==> config.mk <==
export PLATFORM = sky130hd
export DESIGN_NAME = reg_scoreboard
export DESIGN_NICKNAME = d
export VERILOG_FILES = /design/src/rtl/reg_scoreboard.sv
export SDC_FILE = /design/constraint.sdc
export NUM_CORES = 1
export LEC_CHECK = 0
export BUFFER_PORTS_ARGS = -buffer_cell sky130_fd_sc_hd__buf_2
export CAP_MARGIN = 10
export CORE_AREA = 2 2 64 66
export DETAILED_ROUTE_END_ITERATION = 10
export DIE_AREA = 0 0 66 68
export PLACE_DENSITY = 0.71
export SYNTH_ARGS = -nofsm -noshare
export SYNTH_HDL_FRONTEND = slang
export SYNTH_SLANG_ARGS = --single-unit
==> constraint.sdc <==
create_clock -name clk -period 6.4 [get_ports clk]
set_input_delay 0.96 -clock clk [delete_from_list [all_inputs] [get_ports clk]]
set_output_delay 0.96 -clock clk [all_outputs]
set_load 0.05 [all_outputs]
==> src/rtl/reg_scoreboard.sv <==
`default_nettype none
// ============================================================================
// Module   : reg_scoreboard
// Brief    : Per-register pending-write scoreboard with issue stall, busy map,
//            in-flight count and sticky error flag.
// Revision : 1.0 - initial release
// ============================================================================
module reg_scoreboard #(
    parameter int MAXPEND = 3
) (
    input  logic       clk,
    input  logic       rst,
    input  logic       issue,
    input  logic       issue_wr,
    input  logic [2:0] issue_dst,
    input  logic       src1_use,
    input  logic       src2_use,
    input  logic [2:0] read1regsel,
    input  logic [2:0] read2regsel,
    input  logic       write,
    input  logic [2:0] writeregsel,
    input  logic       flush,
    output logic       stall,
    output logic [7:0] busy,
    output logic [4:0] inflight,
    output logic       err
);

    localparam logic [1:0] c_max_cnt = 2'(MAXPEND);

    logic [1:0] r_cnt      [8];
    logic [1:0] w_cnt_nxt  [8];
    logic       w_inc      [8];
    logic       w_dec      [8];
    logic       r_err;
    logic       w_err_nxt;
    logic       w_hazard1;
    logic       w_hazard2;
    logic       w_full;
    logic       w_accept;

    // Hazards look only at the registered counts, so a same-cycle writeback
    // never releases a stall.
    always_comb begin
        w_hazard1 = src1_use && (r_cnt[read1regsel] != 2'd0);
        w_hazard2 = src2_use && (r_cnt[read2regsel] != 2'd0);
        w_full    = issue_wr && (r_cnt[issue_dst] == c_max_cnt);
        stall     = issue && (w_hazard1 || w_hazard2 || w_full);
        w_accept  = issue && !stall && !flush;
    end

    always_comb begin
        w_err_nxt = r_err;
        for (int i = 0; i < 8; i++) begin
            w_inc[i]     = w_accept && issue_wr && (issue_dst == 3'(i));
            w_dec[i]     = write && (writeregsel == 3'(i));
            w_cnt_nxt[i] = r_cnt[i];
            if (flush) begin
                w_cnt_nxt[i] = 2'd0;
            end else if (w_inc[i] && !w_dec[i]) begin
                if (r_cnt[i] == c_max_cnt) begin
                    w_err_nxt = 1'b1;
                end else begin
                    w_cnt_nxt[i] = r_cnt[i] + 2'd1;
                end
            end else if (w_dec[i] && !w_inc[i]) begin
                if (r_cnt[i] == 2'd0) begin
                    w_err_nxt = 1'b1;
                end else begin
                    w_cnt_nxt[i] = r_cnt[i] - 2'd1;
                end
            end
        end
    end

    always_ff @(posedge clk or negedge rst) begin
        if (!rst) begin
            r_cnt <= '{default: 2'd0};
            r_err <= 1'b0;
        end else begin
            r_cnt <= w_cnt_nxt;
            r_err <= w_err_nxt;
        end
    end

    always_comb begin
        inflight = 5'd0;
        for (int i = 0; i < 8; i++) begin
            busy[i]  = (r_cnt[i] != 2'd0);
            inflight = inflight + {3'd0, r_cnt[i]};
        end
    end

    assign err = r_err;

endmodule
`default_nettype wire

==> reports/results.txt, run 1 <==
CP delay by family, top: adder cells
slew margin rel.: 62.1%
CP Data Required Time: 5.44 ns
Vias per Instance: 5.80
syn nets: 249
antenna viol nets, final: 0
Total GRT Usage: 21.4%
GR Overflow Total: 0
Fin. Hold Viols: 0
fmax: 210 MHz
syn avg cell area: 8.54 um^2
Worst Hold Depth: 1
P&R area growth vs syn: 13.8%
DR iter-0 viols: 162
initial antenna violation count: 0
Slew Limit Fails: 0
port buffer count: 34
clk slew on worst S/H paths: 0.07 ns
Post-CTS Setup Bufs: 0
crit-path max cell delay: 0.53 ns
CTS buffer count: 3
number of antenna repair diodes: 0
DR WL/cell: 15.4 um
initial core utilization: 47.1%
Static Leak: 0.000942 uW
Synth Cell Area: 1820 um^2
cts hold-fix bufs: 0
final WL: 4.55 mm
slowest CP cell: fa_1
beginning of the worst hold path: err
vias in the first global route: 1509
Cells after Synth: 213
CTS Buffer Depth: 2
Worst Setup End Kind: output pin
Reg area: 425 um^2
Worst Path Arrival: 3.80 ns
Final setup viols: 0
vias: 1717
unrepaired setup endpoints after global routing: no
area of the multi-input gates: 1290 um^2
CP most frequent cell: fa_1
Worst Path Buf+Inv: 2
Reg2Reg Depth: 8
DR pass1 iterations: 4
worst-path maximum fanout: 8
most frequent cells in the layout: 34 x buf_2, 19 x inv_1, 19 x o21ai_0
IO Pins: 35
Layout Nets: 283
site row count: 23
clk root buf: clkbuf_8
fin crit share: 74.4%
Worst path depth: 9
pwr/cell area: 124 nW/um^2
Syn. warnings: 0
post-route insts no fill: 296
die area: 4490 um^2
Worst-Skew Late Latency: 0.26 ns
reg2reg start: r_cnt[4]
Synth Register Bits: 17
Critical R2R Capture: err
worst slew pin tran: 0.564 ns
Unique masters post-synth: 50
CTS Sinks: 17
layout cell share with drive strength beyond 1: 23.6%
CP Launch Type: register
Seq/Total Area, Yosys: 23.4%
outcome: complete, no violations
Setup Crit Path Kind: register to output pin
Max VDD drop: 0.0974 mV
class of the worst hold path: register to register
placed insts: 292
residual DRC count: 0
routability congestion estimate: 0.922
R2R setup slack: 3.58 ns
H-tree Lvls: 1
DIE WIDTH: 66 um
CTS tree: done
first-pass GRT wire length: 7.20 mm
Resized Gates After CTS: 0
Post-DP HPWL: 3.57 mm
largest net degree at the start of global routing: 19
WHS Endpoint: err
commonest non-fill, non-tap cell in the layout: buf_2
min cycle time layout: 4.76 ns
Core Area: 3860 um^2
clock skew: 0.00483 ns
Layout fillers: 377
Cell Chain, Critical Path: fa_1 > fa_1 > fa_1 > fa_1 > ha_1 > inv_1 > fa_1 > xnor2_1 > buf_2
die height: 68 um
setup tns final: 0 ns
# Max-Cap Violations: 0
[cell usage after synthesis (all sizes together)]
| master | number | share of area [%] |
|---|---|---|
| a211oi | 5 | 2.1 |
| a21o | 4 | 1.7 |
| a21oi | 10 | 3.2 |
| a221oi | 1 | 0.48 |
| a22oi | 1 | 0.41 |
| a311oi | 1 | 0.48 |
| a31oi | 1 | 0.34 |
| and2 | 4 | 1.4 |
| buf | 2 | 0.89 |
| clkbuf | 3 | 0.62 |
| dfrtp | 17 | 23 |
| fa | 11 | 12 |
| ha | 5 | 3.4 |
| inv | 20 | 4.1 |
| nand2 | 15 | 3.1 |
| nand2b | 3 | 1.0 |
| nand3 | 7 | 2.6 |
| nand3b | 2 | 0.83 |
| nand4b | 1 | 0.48 |
| nor2 | 16 | 3.3 |
| nor2b | 2 | 0.69 |
| nor3 | 16 | 6.1 |
| nor3b | 5 | 2.1 |
| nor4 | 5 | 1.7 |
| nor4b | 4 | 1.9 |
| o211ai | 2 | 0.83 |
| o21a | 3 | 1.2 |
| o21ai | 19 | 5.2 |
| o21bai | 1 | 0.41 |
| o22a | 1 | 0.48 |
| o22ai | 1 | 0.34 |
| o311a | 2 | 1.1 |
| o311ai | 3 | 1.9 |
| o31ai | 6 | 4.0 |
| o32ai | 1 | 0.48 |
| or2 | 7 | 2.8 |
| or3 | 1 | 0.34 |
| or4 | 2 | 1.0 |
| xnor2 | 2 | 0.96 |
| xor2 | 1 | 0.48 |
[cells by family after synthesis]
family / synth area share, %
xor gates and xnor gates: 1.45
and+or+nand+nor: 29.4
buffers and inverters: 5.64
adders and majority gates: 15.6
DFF: 23.4
AOI/OAI and AO/OA: 24.6
[per-stage QoR]
stage / setup slack (ns) / hold slack (ns) / area [um^2] / utilization [%] / total power [uW]
after CTS: 1.61 / 0.479 / 2070 / 53.6 / 259
after global placement: 1.94 / 0.455 / 2020 / 52.5 / 171
after floorplan: 1.56 / 0.542 / 1820 / - / 153
after detailed placement: 1.91 / 0.462 / 2020 / 52.5 / 171
after global routing: 1.47 / 0.515 / 2070 / 53.6 / 268
final: 1.64 / 0.471 / 2070 / 53.6 / 256
[metal layers]
metal | routed length, um | vias up | global-route usage [%]
met3 | 179 | 12 | 4.11
met5 | 0 | - | 0
li1 | - | 843 | -
met2 | 2160 | 40 | 34.7
met1 | 2120 | 822 | 28.9
met4 | 82 | 0 | 6.63
[power by group]
part	switching (uW)	internal, uW	total (uW)
Combinational	40.7	18.4	59.1
Clock	42.1	44.4	86.5
Sequential	1.94	108	110
Total	84.7	171	256
[state kept, by name (all words and copies together), names as in the netlist]
register / count
r_cnt: 16
err: 1
[worst max-delay path by stage]
| stage | startpoint | endpoint | slack (ns) |
|---|---|---|---|
| final | r_cnt[1] | inflight[3] | 1.64 |
| after global routing | r_cnt[0] | inflight[3] | 1.47 |
| after CTS | r_cnt[1] | inflight[3] | 1.61 |
| after detailed placement | r_cnt[1] | inflight[3] | 1.91 |
| after global placement | r_cnt[1] | inflight[3] | 1.94 |
| after floorplan | r_cnt[1] | inflight[3] | 1.56 |
[layout make-up]
cell class,instances,share of cell area [%]
tap,50,3.02
clock buffer,4,2.18
sequential,17,20.6
multi-input combinational,171,62.4
timing repair buffer,34,8.23
inverter,20,3.63
Note: power is estimated with default switching activity, not from simulation.
==> inputs of run 2 (changes only) <==
--- a/config.mk
+++ b/config.mk
@@ -5,11 +5,12 @@
 export SDC_FILE = /design/constraint.sdc
 export NUM_CORES = 1
 export LEC_CHECK = 0
+export ABC_AREA = 1
 export BUFFER_PORTS_ARGS = -buffer_cell sky130_fd_sc_hd__buf_2
 export CAP_MARGIN = 10
-export CORE_AREA = 2 2 64 66
+export CORE_AREA = 2 2 66 68
 export DETAILED_ROUTE_END_ITERATION = 10
-export DIE_AREA = 0 0 66 68
+export DIE_AREA = 0 0 68 70
 export PLACE_DENSITY = 0.71
 export SYNTH_ARGS = -nofsm -noshare
 export SYNTH_HDL_FRONTEND = slang
==> constraint.sdc (replaced) <==
create_clock -name clk -period 4.55 [get_ports clk]
set_input_delay 0.6825 -clock clk [delete_from_list [all_inputs] [get_ports clk]]
set_output_delay 0.6825 -clock clk [all_outputs]
set_load 0.05 [all_outputs]
==> reports/results.txt, run 2 <==
Final setup viols: 0 (unchanged)
GR Overflow Total: 0 (unchanged)
Reg2Reg Depth: 14 (+6)
DR iter-0 viols: 82 (-49%)
Worst Path Arrival: 3.70 ns (-0.10 ns)
unrepaired setup endpoints after global routing: no
site row count: 24 (+4.3%)
share of the synthesized area in the top cell type: 21.5% (-1.9 points)
Largest register FFs: 16 (unchanged)
outcome: complete, no violations
syn avg cell area: 6.48 um^2 (-24%)
Syn. warnings: 0 (unchanged)
worst slew pin tran: 0.412 ns (-0.151 ns)
Critical R2R Capture: r_cnt[0]
Synth area leader: dfrtp_1
vias: 1963 (+14%)
min cycle time layout: 4.38 ns
DIE WIDTH: 68 um (+3.0%)
port buffer count: 34 (unchanged)
Post-Route Utilization: 54.7% (+1.0 points)
DR pass1 iterations: 5 (+1)
layout cell share with drive strength beyond 1: 22.8% (-0.77 points)
sequential power share: 42.4% (-0.7 points)
cts hold-fix bufs: 0 (unchanged)
die height: 70 um (+2.9%)
Most flops, register: r_cnt
top post-synthesis cells by count: 113 x nand2_1, 43 x nor2_1, 37 x inv_1
Switching Share: 33.9% (+0.74 points)
number of antenna repair diodes: 0 (unchanged)
CTS buffer count: 3 (unchanged)
Core Area: 4140 um^2 (+7.5%)
Synth Register Bits: 17 (unchanged)
Setup Crit Path Kind: register to output pin
clock share of power: 35.1% (+1.3 points)
reg2reg start: r_cnt[11]
CTS Buffer Depth: 2 (unchanged)
Synth async-reset ratio: 100% (unchanged)
most frequent cell after synthesis: nand2_1
pwr/cell area: 159 nW/um^2 (+29%)
Reg area: 432 um^2 (+1.5%)
area of the multi-input gates: 1380 um^2 (+6.7%)
Synth Cell Area: 1980 um^2 (+8.7%)
initial core utilization: 47.7% (+0.53 points)
clock skew: 0.00420 ns (-0.000638 ns)
CTS Sinks: 17 (unchanged)
Worst-Skew Late Latency: 0.27 ns (about the same)
syn nets: 341 (+37%)
final WL: 4.85 mm (+6.7%)
clk root buf: clkbuf_8
fin crit share: 96.3%
residual DRC count: 0 (unchanged)
first-pass GRT wire length: 8.16 mm (+13%)
ranking of synthesized cells by area: dfrtp_1 22%, nand2_1 21%, fa_1 11%, nor2_1 8.2%, inv_1 7.0%
H-tree Lvls: 1 (unchanged)
CP Launch Type: register
largest net degree at the start of global routing: 18 (-1)
worst-path maximum fanout: 4 (-4)
Unique masters post-synth: 26 (-48%)
combinational power share: 22.5% (-0.6 points)
Worst Setup End Kind: output pin
most frequent cells in the layout: 113 x nand2_1, 43 x nor2_1, 37 x inv_1
DR WL/cell: 12.3 um (-20%)
# Max-Cap Violations: 0 (unchanged)
Seq/Total Area, Yosys: 21.5% (-1.9 points)
initial antenna violation count: 0 (unchanged)
R2R setup slack: 2.40 ns (-1.18 ns)
routability congestion estimate: 0.873 (-5.3%)
Layout Nets: 379 (+34%)
antenna viol nets, final: 0 (unchanged)
Vias per Instance: 4.98 (-14%)
die area: 4760 um^2 (+6.1%)
fmax: 228 MHz
top_reg_cell synth: dfrtp_1
Fin. Hold Viols: 0 (unchanged)
IO Pins: 35 (unchanged)
net switching power: 122 uW (+44%)
clk slew on worst S/H paths: 0.08 ns (about the same)
Static Leak: 0.00122 uW (+30%)
commonest non-fill, non-tap cell in the layout: nand2_1
Max VDD drop: 0.126 mV (+29%)
vias in the first global route: 1862 (+23%)
class of the worst hold path: input port to asynchronous set/reset pin
CTS tree: done
slew margin rel.: 72.5% (+10 points)
CP Data Required Time: 3.87 ns (-1.57 ns)
P&R area growth vs syn: 14.7%
Cells after Synth: 305 (+43%)
Slew Limit Fails: 0 (unchanged)
Post-DP HPWL: 3.86 mm (+8.2%)
setup tns final: 0 ns (unchanged)
internal power: 239 uW (+40%)
Total GRT Usage: 22.1% (+0.76 points)
Layout fillers: 399 (+5.8%)
Post-synth EDFFs: 0 (unchanged)
run 2: cell type report:
| type | instances | share of cell area (%) |
|---|---|---|
| Sequential cell | 17 | 19.1 |
| Tap cell | 52 | 2.87 |
| Inverter | 41 | 6.79 |
| Timing Repair Buffer | 36 | 8.39 |
| Clock inverter | 1 | 0.331 |
| Clock buffer | 3 | 1.82 |
| Multi-Input combinational cell | 244 | 60.7 |
run 2: worst max-delay path, cell delays in order (launching register included):
cell	delay, ns
dfrtp_2	0.45
fa_1	0.52
fa_1	0.57
fa_1	0.44
fa_1	0.52
ha_1	0.16
inv_1	0.06
fa_1	0.37
xnor2_1	0.14
buf_4	0.21
run 2: metal layers:
layer	share of wire (%)	routed length, um	vias to the layer above	track usage (%)
li1	-	-	1015	-
met1	45	2170	883	29.6
met2	48	2350	57	37.3
met5	0	0	-	0
met4	1.0	50	0	3.56
met3	5.8	281	8	4.03
run 2: power by group through the flow:
| stage | clock [uW] | sequential, uW | combinational (uW) |
|---|---|---|---|
| 4_1_cts | 127 | 153 | 81.3 |
| 5_1_grt | 133 | 153 | 91.3 |
| 6_report | 127 | 153 | 81.1 |
| 3_3_place_gp | 0 | 156 | 80.1 |
| 2_1_floorplan | 0 | 156 | 56.9 |
| 3_5_place_dp | 0 | 156 | 80.8 |
run 2: stage by stage:
| stage | power, uW | instances | instance area (um^2) | hold slack [ns] | worst slack (ns) |
|---|---|---|---|---|---|
| 3_3_place_gp | 236 | 388 | 2190 | 0.446 | 0.391 |
| 3_5_place_dp | 237 | 388 | 2190 | 0.454 | 0.345 |
| 5_1_grt | 377 | 394 | 2270 | 0.357 | 0.0159 |
| 2_1_floorplan | 213 | 305 | 1980 | 0.387 | 0.00698 |
| 6_report | 361 | 394 | 2270 | 0.332 | 0.168 |
| 4_1_cts | 361 | 392 | 2240 | 0.350 | 0.0448 |
run 2: how the worst max path moves through the flow:
stage | to | startpoint | depth (start not counted)
2_1_floorplan | inflight[3] | r_cnt[1] | 8
3_3_place_gp | inflight[3] | r_cnt[1] | 9
3_5_place_dp | inflight[3] | r_cnt[1] | 9
4_1_cts | inflight[3] | r_cnt[1] | 9
5_1_grt | inflight[3] | r_cnt[11] | 9
6_report | inflight[3] | r_cnt[11] | 9
run 2: repair_timing:
item,CTS,global route
resized for setup,0,9
setup endpoints to repair,0,2
setup buffers,0,2
run 2: kinds of logic after synthesis:
kind of cell / Yosys count / synth area share (%)
xor gates and xnor gates: 1 / 0.443
adders and majority gates: 16 / 14.3
and+or+nand+nor: 209 / 48.4
buffers and inverters: 44 / 8.80
DFF: 17 / 21.5
AOI/OAI and AO/OA: 18 / 6.52
